File: src/rtl/array_pack_stage_if.sv
// Narrow-beat in / wide-word out handshake bundle for array_pack_stage.
// master: the side that feeds beats and drains words (producer/consumer pair).
// slave:  the packing stage itself.
// ARRAY_PACK_PARITY_EN adds the registered O_parity signal.
interface array_pack_stage_if #(
  parameter int unsigned IN_W  = 2,
  parameter int unsigned OUT_W = 8
);
  logic [IN_W-1:0]  I;
  logic             I_valid;
  logic             I_ready;
  logic [OUT_W-1:0] O;
  logic             O_valid;
  logic             O_ready;
`ifdef ARRAY_PACK_PARITY_EN
  logic             O_parity;

  modport master (
    output I, I_valid, O_ready,
    input  I_ready, O, O_valid, O_parity
  );

  modport slave (
    input  I, I_valid, O_ready,
    output I_ready, O, O_valid, O_parity
  );
`else
  modport master (
    output I, I_valid, O_ready,
    input  I_ready, O, O_valid
  );

  modport slave (
    input  I, I_valid, O_ready,
    output I_ready, O, O_valid
  );
`endif
endinterface

File: src/rtl/array_pack_stage.sv
// array_pack_stage: packs OUT_W/IN_W consecutive IN_W-bit beats, LSB-first, into one
// OUT_W-bit word held in a single output register. Packing of the next word proceeds
// while a finished word waits; only the completing beat stalls on a full output.
// Optional feature macro: ARRAY_PACK_PARITY_EN (adds registered O_parity = ^O).
module array_pack_stage #(
  parameter int unsigned IN_W  = 2,
  parameter int unsigned OUT_W = 8
) (
  input logic               CLK,
  input logic               RESETN,
  array_pack_stage_if.slave bus
);

  localparam int unsigned N  = OUT_W / IN_W;
  localparam int unsigned CW = (N > 1) ? $clog2(N) : 1;
  // Accumulator only needs the first N-1 beats; the last beat goes straight to O.
  localparam int unsigned AW = (N > 1) ? (N - 1) * IN_W : IN_W;

  if ((OUT_W % IN_W) != 0 || N < 2) begin : g_bad_params
    $error("array_pack_stage: OUT_W must be a multiple of IN_W and at least 2*IN_W");
  end

  logic [CW-1:0]    cnt_q, cnt_d;
  logic [AW-1:0]    acc_q, acc_d;
  logic [OUT_W-1:0] o_q, o_d;
  logic             o_valid_q, o_valid_d;

  logic last_beat;
  logic i_ready;
  logic accept;
  logic drain;

  // Handshake decode: only the word-completing beat can be back-pressured.
  always_comb begin
    last_beat = (cnt_q == CW'(N - 1));
    i_ready   = !(last_beat && o_valid_q && !bus.O_ready);
    accept    = bus.I_valid && i_ready;
    drain     = o_valid_q && bus.O_ready;
  end

  // Next-state: accumulate beats, hand the completed word to the output register.
  always_comb begin
    cnt_d     = cnt_q;
    acc_d     = acc_q;
    o_d       = o_q;
    o_valid_d = o_valid_q;

    if (drain) begin
      o_valid_d = 1'b0;
    end

    if (accept) begin
      if (last_beat) begin
        o_d       = {bus.I, acc_q};
        o_valid_d = 1'b1;
        cnt_d     = '0;
        acc_d     = '0;
      end else begin
        for (int unsigned b = 0; b < N - 1; b++) begin
          if (cnt_q == CW'(b)) begin
            acc_d[b*IN_W +: IN_W] = bus.I;
          end
        end
        cnt_d = cnt_q + CW'(1);
      end
    end
  end

  // State registers with synchronous active-low reset; partial words are dropped.
  always_ff @(posedge CLK) begin
    if (!RESETN) begin
      cnt_q     <= '0;
      acc_q     <= '0;
      o_q       <= '0;
      o_valid_q <= 1'b0;
    end else begin
      cnt_q     <= cnt_d;
      acc_q     <= acc_d;
      o_q       <= o_d;
      o_valid_q <= o_valid_d;
    end
  end

  assign bus.I_ready = i_ready;
  assign bus.O       = o_q;
  assign bus.O_valid = o_valid_q;

`ifdef ARRAY_PACK_PARITY_EN
  logic parity_q;

  // Parity tracks o_d so it changes only in the same cycle O does.
  always_ff @(posedge CLK) begin
    if (!RESETN) begin
      parity_q <= 1'b0;
    end else begin
      parity_q <= ^o_d;
    end
  end

  assign bus.O_parity = parity_q;
`endif

endmodule

File: src/flat_wrapper.sv
// flat-port wrapper written by rule: the top's interface ports become plain ports
module array_pack_stage_flat 
#(
  parameter int unsigned IN_W  = 2,
  parameter int unsigned OUT_W = 8
)
  (CLK, RESETN, bus_I, bus_I_valid, bus_O_ready, bus_I_ready, bus_O, bus_O_valid);
  array_pack_stage_if #(.IN_W(IN_W), .OUT_W(OUT_W)) bus_i ();
  input logic CLK;
  input logic RESETN;
  input wire logic [$bits(bus_i.I)-1:0] bus_I;
  input wire logic [$bits(bus_i.I_valid)-1:0] bus_I_valid;
  input wire logic [$bits(bus_i.O_ready)-1:0] bus_O_ready;
  output wire logic [$bits(bus_i.I_ready)-1:0] bus_I_ready;
  output wire logic [$bits(bus_i.O)-1:0] bus_O;
  output wire logic [$bits(bus_i.O_valid)-1:0] bus_O_valid;
  assign bus_i.I = bus_I;
  assign bus_i.I_valid = bus_I_valid;
  assign bus_i.O_ready = bus_O_ready;
  assign bus_I_ready = bus_i.I_ready;
  assign bus_O = bus_i.O;
  assign bus_O_valid = bus_i.O_valid;
  array_pack_stage #(.IN_W(IN_W), .OUT_W(OUT_W)) u_core (.CLK(CLK), .RESETN(RESETN), .bus(bus_i));
endmodule
File: config.mk
export PLATFORM = sky130hd
export DESIGN_NAME = array_pack_stage_flat
export DESIGN_NICKNAME = d
export VERILOG_FILES = /design/src/rtl/array_pack_stage_if.sv /design/src/rtl/array_pack_stage.sv /design/src/flat_wrapper.sv
export SDC_FILE = /design/constraint.sdc
export NUM_CORES = 1
export LEC_CHECK = 0
export CAP_MARGIN = 10
export CORE_ASPECT_RATIO = 1.1
export CORE_MARGIN = 2
export CORE_UTILIZATION = 52
export DETAILED_ROUTE_END_ITERATION = 10
export PLACE_DENSITY = 0.78
export SYNTH_ARGS = -nofsm -noshare
export SYNTH_HDL_FRONTEND = slang
export SYNTH_SLANG_ARGS = --single-unit
File: constraint.sdc
create_clock -name CLK -period 2.3 [get_ports CLK]
set_clock_uncertainty 0.15 [all_clocks]
set_input_delay 0.575 -clock CLK [delete_from_list [all_inputs] [get_ports CLK]]
set_output_delay 0.575 -clock CLK [all_outputs]
set_load 0.02 [all_outputs]
==> metrics.yaml <==
dieWidth_um: 40.7
endpoint_kind: "primary output"
rows: 14
synth_edf_count: 0
cp_max_fo: 2
dr.pass1.iters: 4
grt_max_degree: 16
wl_met2_um: 735
cts_hold_buf: 0
grt_pass1_wl_um: 2520
drt-initial-drc-count: 11
diodes: 0
antenna_found_initial: 0
grt_pass1_vias: 632
crit_type: "input pin to primary output"
crit_arrival_ns: 1.46
synth_cell_types: 20
clockRootBuffer: "clkbuf_4"
max_stage_delay_ns: 0.47
yosysTopAreaCellShare_pct: 44.2
clkTransAtPathRegs_ns: 0.10
critPathSlowestCell: "clkdlybuf4s50_1"
syn-cell-area_um2: 771
drv_cap: 0
dpl_cell_area_um2: 925
finalSetupViolCount: 0
start_util_pct: 55.7
cp-start-kind: "input pin"
antenna_left: 0
boundaryPins: 16
syn_to_final_growth_pct: 22.9
p_total_w: 0.000533
syn-num-nets: 100
synthTopCellsByCount: "dfxtp_1 (17), nand3_1 (16), a21oi_1 (12), o21ai_0 (12), nand2_1 (6)"
synthCells: 91
drt-met1-wl_um: 728
slew_headroom_pct: 70.1
clock_latency_ns: 0.29
fin_ws_ns: 0.119
dr_wl_met3_um: 65
vdd_drop_max_v: 0.000361
synth_most_common_cell: "dfxtp_1"
drt-total-wl_um: 1560
core_area_um2: 1380
timing.fmax_mhz: 459
hp-class: "register to register"
drc: 0
clock_sinks: 17
detailedPlace.worstSlack_ns: -0.332
place_hpwl_um: 1130
timing.final.crit_share_pct: 94.8
globalplace.congestion: 0.793
yosysWarningCount: 0
placed_cells: 120
report.final.slew_viol_count: 0
syn_avg_cell_area_um2: 8.47
powerDensity_nw_per_um2: 562
grt_use_total_pct: 20.7
leakage_nw: 0.332
wl_per_cell_um: 12.6
viasPerCell: 5.64
cts_buffer_depth: 2
dieArea_um2: 1810
cts_resized: 3
vias: 699
ys_ff_latch: 17
synthFlopType: "dfxtp_1"
synth_top_area_cell: "dfxtp_1"
path_cells: "clkdlybuf4s50_1, and3b_1, inv_1, buf_2"
drive_above_1_share_pct: 11.1
final_area_um2: 947
die_h_um: 44.4
top_layer: "met4"
finalCriticalPeriod_ns: 2.18
grt_overflow: 0
postSynth.asyncResetShare_pct: 0
finish.utilization_pct: 68.4
status: "complete, no violations"
required_ns: 1.57
rsz0062_at_grt: "false"
layout.cells.non_filler: 124
synth_area_leaders: "dfxtp_1 (44%), nand3_1 (10%), a21oi_1 (7.8%), o21ai_0 (7.8%), ha_1 (4.9%)"
layout.nets: 118
worst_pin_slew_ns: 0.448
cts_tree: "built"
postCtsSetupRepairBufs: 0
io_buffers: 15
seq_area_frac_synth_pct: 44.2
hold_viol: 0
cts_buffers: 3
htreeDepth: 1
## cells by family after synthesis
logic type	synth area share [%]
AO/OA/AOI/OAI	20.9
flip-flops	44.2
AND/OR/NAND/NOR	22.1
buffers and inverters	7.95
adder cells (fa/ha/maj)	4.87
## per-stage QoR
stage          setup TNS (ns)  hold slack, ns
6_report                    0           0.324
5_1_grt                     0           0.350
4_1_cts                     0           0.325
3_5_place_dp           -0.332           0.310
3_3_place_gp           -0.323           0.311
2_1_floorplan               0           0.290
## power breakdown
| group | total (W) | internal (W) | leakage, nW | switching, W |
|---|---|---|---|---|
| logic | 0.0000591 | 0.0000269 | 0.177 | 0.0000321 |
| registers | 0.000311 | 0.000304 | 0.138 | 0.00000726 |
| clock network | 0.000163 | 0.0000648 | 0.0177 | 0.0000979 |
## sequential cells by signal, summed over array words and instances (netlist names)
signal              count
u_core.acc_q            6
u_core.bus.O            8
u_core.bus.O_valid      1
u_core.cnt_q            2
## cell usage in the layout (no fill, tap or decap)
cell type,Yosys,final
dfxtp_1,17,17
nand3_1,16,16
clkdlybuf4s50_1,0,14
o21ai_0,12,12
a21oi_1,12,12
nand2_1,6,6
a31oi_1,5,5
inv_1,4,4
buf_4,2,4
ha_1,3,3
clkbuf_4,0,3
o21ai_1,2,2
nand4b_1,2,2
and3b_1,1,1
nand2b_1,1,1
and2_4,1,1
nor2b_2,1,1
nor2b_4,1,1
nor2_1,1,1
clkinv_2,0,1
buf_2,1,1
## cell type report
cell class	count	area, um^2
repair buffers	19	175
inverters	4	15.0
well taps	16	20.0
fillers	124	437
clock inverters	1	5.00
clock buffers	3	22.5
flip-flops and latches	17	340
multi-input cells	64	369
## worst paths after layout
path | end | slack, ns | depth (start not counted) | start
setup / recovery | bus_I_ready | 0.12 | 4 | bus_O_ready
hold / removal | u_core.bus.O[0] | 0.32 | 2 | u_core.acc_q[0]
setup reg to reg | u_core.bus.O[1] | 0.76 | 5 | u_core.cnt_q[0]
hold reg to reg | u_core.bus.O[0] | 0.32 | 2 | u_core.acc_q[0]
## critical path, delay by kind of cell
kind | cells | cell delay [ns]
AND/OR/NAND/NOR | 1 | 0.19
buffers and inverters | 3 | 0.69
## per-layer routing
metal	up-vias	GRT usage (%)
met4	0	10.0
met1	316	24.3
met3	5	6.53
met2	19	33.0
met5	-	0
li1	359	-
No activity file was read; power rests on OpenSTA's default activity.
==> RTL change 1, RTL diff (same flow settings) <==
`o_q` no longer has a reset.
--- a/src/rtl/array_pack_stage.sv
+++ b/src/rtl/array_pack_stage.sv
@@ -73,3 +73,2 @@
       acc_q     <= '0;
-      o_q       <= '0;
       o_valid_q <= 1'b0;
@@ -78,5 +77,8 @@
       acc_q     <= acc_d;
-      o_q       <= o_d;
       o_valid_q <= o_valid_d;
     end
+  end
+
+  always_ff @(posedge CLK) begin
+    o_q <= o_d;
   end
Formal check against the unedited RTL: differs if RESETN is asserted again (counterexample within 10 cycles, from zero or initial values and one cycle with RESETN low); with RESETN held inactive, the same outputs for 10 cycles.
==> RTL change 1 against the original RTL <==
  * Non-clock buffer count grew 1
  * Power grew 2.9%
  * Critical path depth is the same
  * Register-to-register slack lost 90 ps
  * Sequential share of layout area grew 9.8 points
  * Worst setup slack lost 61 ps
  * Final cell count shrank 21%
  * Wire length shrank 16%
  * Sequential power grew 7.4%
  * Sequential cell count is the same
  * Count of clock-buffer cells in the layout grew 1
  * Cell area shrank 3.0%
  * Area after synthesis shrank 9.3%
  * Die area shrank 8.4%
  * Largest cell class is now flip-flops and latches
==> RTL change 1: results (changes against the original RTL) <==
| Metric | Value |
|---|---|
| Fillers | `99 (was 124)` |
| Nonclk buf count | `20 (was 19)` |
| Worst vdd ir | `467 uV (was 361 uV)` |
| Worst-path fanout max | `2 (unchanged)` |
| Yosys warnings | `0 (unchanged)` |
| EDFF count, synth | `8 (was 0)` |
| Flop pwr share | `61.0% (was 58.4%)` |
| Largest stage delay on the critical path | `440 ps (was 470 ps)` |
| Inverter count | `7 (was 4)` |
| Routed WL | `1.31 mm (was 1.56 mm)` |
| # clk buffers | `4 (was 3)` |
| Initial antenna violation count | `0 (unchanged)` |
| Syn_nets | `70 (was 100)` |
| Ratio of cells with drive above 1 in the final layout | `13.3% (was 11.1%)` |
| All-Layer GR Usage | `19.1% (was 20.7%)` |
| Multi-input logic area | `241 um^2 (was 369 um^2)` |
| Commonest cells post-synth | `dfxtp_1 (9), edfxtp_1 (8), inv_1 (6) (was dfxtp_1 (17), nand3_1 (16), a21oi_1 (12), o21ai_0 (12), nand2_1 (6))` |
| Seq/Total Area, Yosys | `60.1% (was 44.2%)` |
| Postcts setup bufs | `0 (unchanged)` |
| Clk pin slew, worst setup/hold paths | `90 ps` |
| Vias in the first global route | `507 (was 632)` |
| Top post-synthesis cells by area | `edfxtp_1 (34%), dfxtp_1 (26%), ha_1 (5.4%) (was dfxtp_1 (44%), nand3_1 (10%), a21oi_1 (7.8%))` |
| Cts repair resizes | `4 (was 3)` |
| Adder-cell share of the synthesized area | `5.37% (was 4.87%)` |
| Clock buf/inv share | `2.86% (was 2.91%)` |
| Mux share of post-synthesis cell area | `0% (unchanged)` |
| Synth Area in Compound Gates | `15.6% (was 20.9%)` |
| Internal Power | `0.000424 W (was 0.000395 W)` |
| GR Util met2 | `30.0% (was 33.0%)` |
| Nets@finish | `93 (was 118)` |
| Critical path arrival | `1520 ps (was 1460 ps)` |
| Met1 WL | `553 um (was 728 um)` |
| Placer Congestion | `0.828 (was 0.793)` |
| Metal3 WL | `50 um (was 65 um)` |
| Met3 usage in global routing | `3.19% (was 6.53%)` |
| Met1 Use GR | `23.4% (was 24.3%)` |
| DRT iter0 DRCs | `14 (was 11)` |
| First-pass GRT wire length | `2.13 mm (was 2.52 mm)` |
| Outcome | `finished, final reports clean (unchanged)` |
| Non-clock buffer share | `19.9% (was 18.5%)` |
| Count of multi-input gates | `35 (was 64)` |
| Inserted Clock Buffers | `3 (unchanged)` |
| Final min period | `2240 ps (was 2180 ps)` |
| Routed length on met2 | `652 um (was 735 um)` |
| DRT Pass-1 Iters | `4 (unchanged)` |
| Routed via count | `515 (was 699)` |
| DP HPWL | `875 um (was 1.13 mm)` |
| LEAKAGE | `0.359 nW (was 0.332 nW)` |
| Synth unique cells | `20 (unchanged)` |
| Synth Area in XOR/XNOR | `0% (unchanged)` |
| Fraction of area in registers | `45.8% (was 35.9%)` |
| Largest net degree at the start of global routing | `10 (was 16)` |
| Worst slew margin | `80.6% (was 70.1%)` |
| Die Area | `1650 um^2 (was 1810 um^2)` |
-- RTL change 1: worst paths after layout --
kind | cells past startpoint | slack (ps) | from | endpoint
hold / removal | 0 | 290 | u_core.acc_q[1]$_SDFFE_PN0P_ | u_core.bus.O[1]$_DFFE_PP_
setup reg to reg | 5 | 670 | u_core.cnt_q[0]$_SDFFE_PN0P_ | u_core.bus.O[5]$_DFFE_PP_
setup / recovery | 4 | 60 | bus_O_ready | bus_I_ready
hold reg to reg | 0 | 290 | u_core.acc_q[1]$_SDFFE_PN0P_ | u_core.bus.O[1]$_DFFE_PP_
-- RTL change 1: stage by stage --
stage	cells	setup slack [ps]	area [um^2]	total power, W	hold WS, ps
6_report	98	57.5	918	0.000548	289
3_3_place_gp	94	-316	897	0.000396	261
2_1_floorplan	61	598	699	0.000374	252
5_1_grt	98	52.1	918	0.000571	304
4_1_cts	98	70.0	918	0.000546	289
3_5_place_dp	94	-332	897	0.000398	267
==> RTL change 2, RTL diff (same flow settings) <==
Made on the original files. `IN_W` is set to 2 in 3 places; all go to 4.
--- a/src/rtl/array_pack_stage_if.sv
+++ b/src/rtl/array_pack_stage_if.sv
@@ -5,3 +5,3 @@
 interface array_pack_stage_if #(
-  parameter int unsigned IN_W  = 2,
+  parameter int unsigned IN_W  = 4,
   parameter int unsigned OUT_W = 8
--- a/src/rtl/array_pack_stage.sv
+++ b/src/rtl/array_pack_stage.sv
@@ -5,3 +5,3 @@
 module array_pack_stage #(
-  parameter int unsigned IN_W  = 2,
+  parameter int unsigned IN_W  = 4,
   parameter int unsigned OUT_W = 8
--- a/src/flat_wrapper.sv
+++ b/src/flat_wrapper.sv
@@ -3,3 +3,3 @@
 #(
-  parameter int unsigned IN_W  = 2,
+  parameter int unsigned IN_W  = 4,
   parameter int unsigned OUT_W = 8
Ports: changed (resized bus_I); port bits go from 16 to 18. No check against the original RTL was run, so the function may have changed too.
==> RTL change 2 against the original RTL <==
  * Area after synthesis decreased by 25%
  * Sequential cell count down 3
  * Critical path depth is the same
  * Worst setup slack got worse by 18 ps
  * Power fell by 5.9%
  * Global-route usage is 0.41 points lower
  * Cell area fell by 15%
  * Wire length is 29% lower
  * Die area down 23%
  * Clock power grew 9%
  * Critical path type unchanged
==> RTL change 2: results (changes against the original RTL) <==
| Metric | Value |
|---|---|
| Initial antenna violation count | `0 (unchanged)` |
| Synth unique cells | `14 (was 20)` |
| Placer Congestion | `0.745 (was 0.793)` |
| Root Buffer | `clkbuf_4 (unchanged)` |
| Top post-synthesis cells by area | `dfxtp_1 (49%), mux2i_1 (14%), nand2_1 (13%) (was dfxtp_1 (44%), nand3_1 (10%), a21oi_1 (7.8%))` |
| HP Class | `reg -> reg (unchanged)` |
| Post-synth ARST share | `0% (unchanged)` |
| Largest stage delay on the critical path | `470 ps (about the same)` |
| DP HPWL | `793 um (was 1.13 mm)` |
| Vias in the first global route | `438 (was 632)` |
| Ratio of cells with drive above 1 in the final layout | `14.3% (was 11.1%)` |
| Number of clock sinks | `14 (was 17)` |
| DRT Pass-1 Iters | `4 (unchanged)` |
| Postcts setup bufs | `0 (unchanged)` |
| First-pass GRT wire length | `1.91 mm (was 2.52 mm)` |
| Final Hold Violating Endpoints | `0 (unchanged)` |
| Worst slew margin | `84.8% (was 70.1%)` |
| Syn_nets | `70 (was 100)` |
| Nets@finish | `93 (was 118)` |
| Worst vdd ir | `437 uV (was 361 uV)` |
| DRT iter0 DRCs | `8 (was 11)` |
| Commonest cells post-synth | `nand2_1 (20), dfxtp_1 (14), mux2i_1 (8) (was dfxtp_1 (17), nand3_1 (16), a21oi_1 (12), o21ai_0 (12), nand2_1 (6))` |
| Largest net degree at the start of global routing | `23 (was 16)` |
| Clk pin slew, worst setup/hold paths | `80 ps (was 100 ps)` |
| Critical path arrival | `roughly 1500 ps` |
| Outcome | `finished, final reports clean (unchanged)` |
| LEAKAGE | `0.306 nW (was 0.332 nW)` |
| Worst-path fanout max | `2 (unchanged)` |
| All-Layer GR Usage | `20.3% (was 20.7%)` |
| Seq/Total Area, Yosys | `48.6% (was 44.2%)` |
| Routed via count | `483 (was 699)` |
| Worst slack at placement | `-320 ps (was -332 ps)` |
| Routed WL | `1.12 mm (was 1.56 mm)` |
| CTS Buffer Depth | `2 (unchanged)` |
| Post-route ant nets | `0 (unchanged)` |
| Port bufs | `17 (was 15)` |
RTL change 2: cell types whose count changed in the layout (fill, tap and decap cells not counted), sizes merged, moves of 3 or more:
| cell | delta |
|---|---|
| o21ai | -9 |
| a21oi | -12 |
| mux2i | +8 |
| dfxtp | -3 |
| a31oi | -5 |
| a21boi | +4 |
| nand2 | +15 |
| nand3 | -16 |
| ha | -3 |
RTL change 2: final timing paths:
kind,from,to,slack (ps),cells after the start
setup reg to reg,u_core.cnt_q$_SDFFE_PN0P_,u_core.acc_q[1]$_SDFFE_PN0P_,1090,4
setup / recovery,bus_O_ready,bus_I_ready,100,4
hold reg to reg,u_core.bus.O[5]$_SDFFE_PN0P_,u_core.bus.O[5]$_SDFFE_PN0P_,310,2
hold / removal,u_core.bus.O[5]$_SDFFE_PN0P_,u_core.bus.O[5]$_SDFFE_PN0P_,310,2
RTL change 2: cell families (layout without fill, tap and decap cells):
kind of cell | after synthesis | after routing | share of synthesized area, %
AO/OA/AOI/OAI | 10 | 10 | 10.8
buffers and inverters | 4 | 26 | 3.04
flip-flops | 14 | 14 | 48.6
multiplexers | 8 | 8 | 13.9
AND/OR/NAND/NOR | 26 | 26 | 23.6
RTL change 2: power by group:
group          internal, W  switching [W]
Sequential        0.000252     0.00000554
Clock            0.0000964      0.0000802
Combinational    0.0000347      0.0000323
RTL change 2: final cells by class:
cell class,instances,area [um^2]
inverter,2,7.51
timing repair buffer,20,188
clock buffer,4,36.3
multi-input combinational,44,279
sequential,14,280
tap,14,17.5
fill,79,213
RTL change 2: worst max-delay path: cells and delay by family:
kind,cells,cell delay (ps)
buffers and inverters,3,680
AND/OR/NAND/NOR,1,220
RTL change 2: repair_timing:
item                                    in CTS  in global routing
endpoints found under the setup margin       1                  0
gates resized for setup                      4                  0
endpoints found under the hold margin        0                  0
RTL change 2: metal layers:
metal | part of all wire [%] | up-vias | routed length (um) | GRT usage [%]
met5 | 0 | - | 0 | 0
met4 | 3.0 | 0 | 33 | 17.3
met3 | 5.3 | 4 | 59 | 3.47
met2 | 50 | 14 | 553 | 32.7
met1 | 42 | 215 | 470 | 23.5
li1 | - | 250 | - | -
RTL change 2: through the flow:
step | cells | area (um^2) | hold WS [ps]
CTS | 98 | 808 | 315
global route | 98 | 808 | 333
detailed placement | 94 | 777 | 304
global placement | 94 | 777 | 291
finish | 98 | 808 | 312
floorplan | 62 | 577 | 285
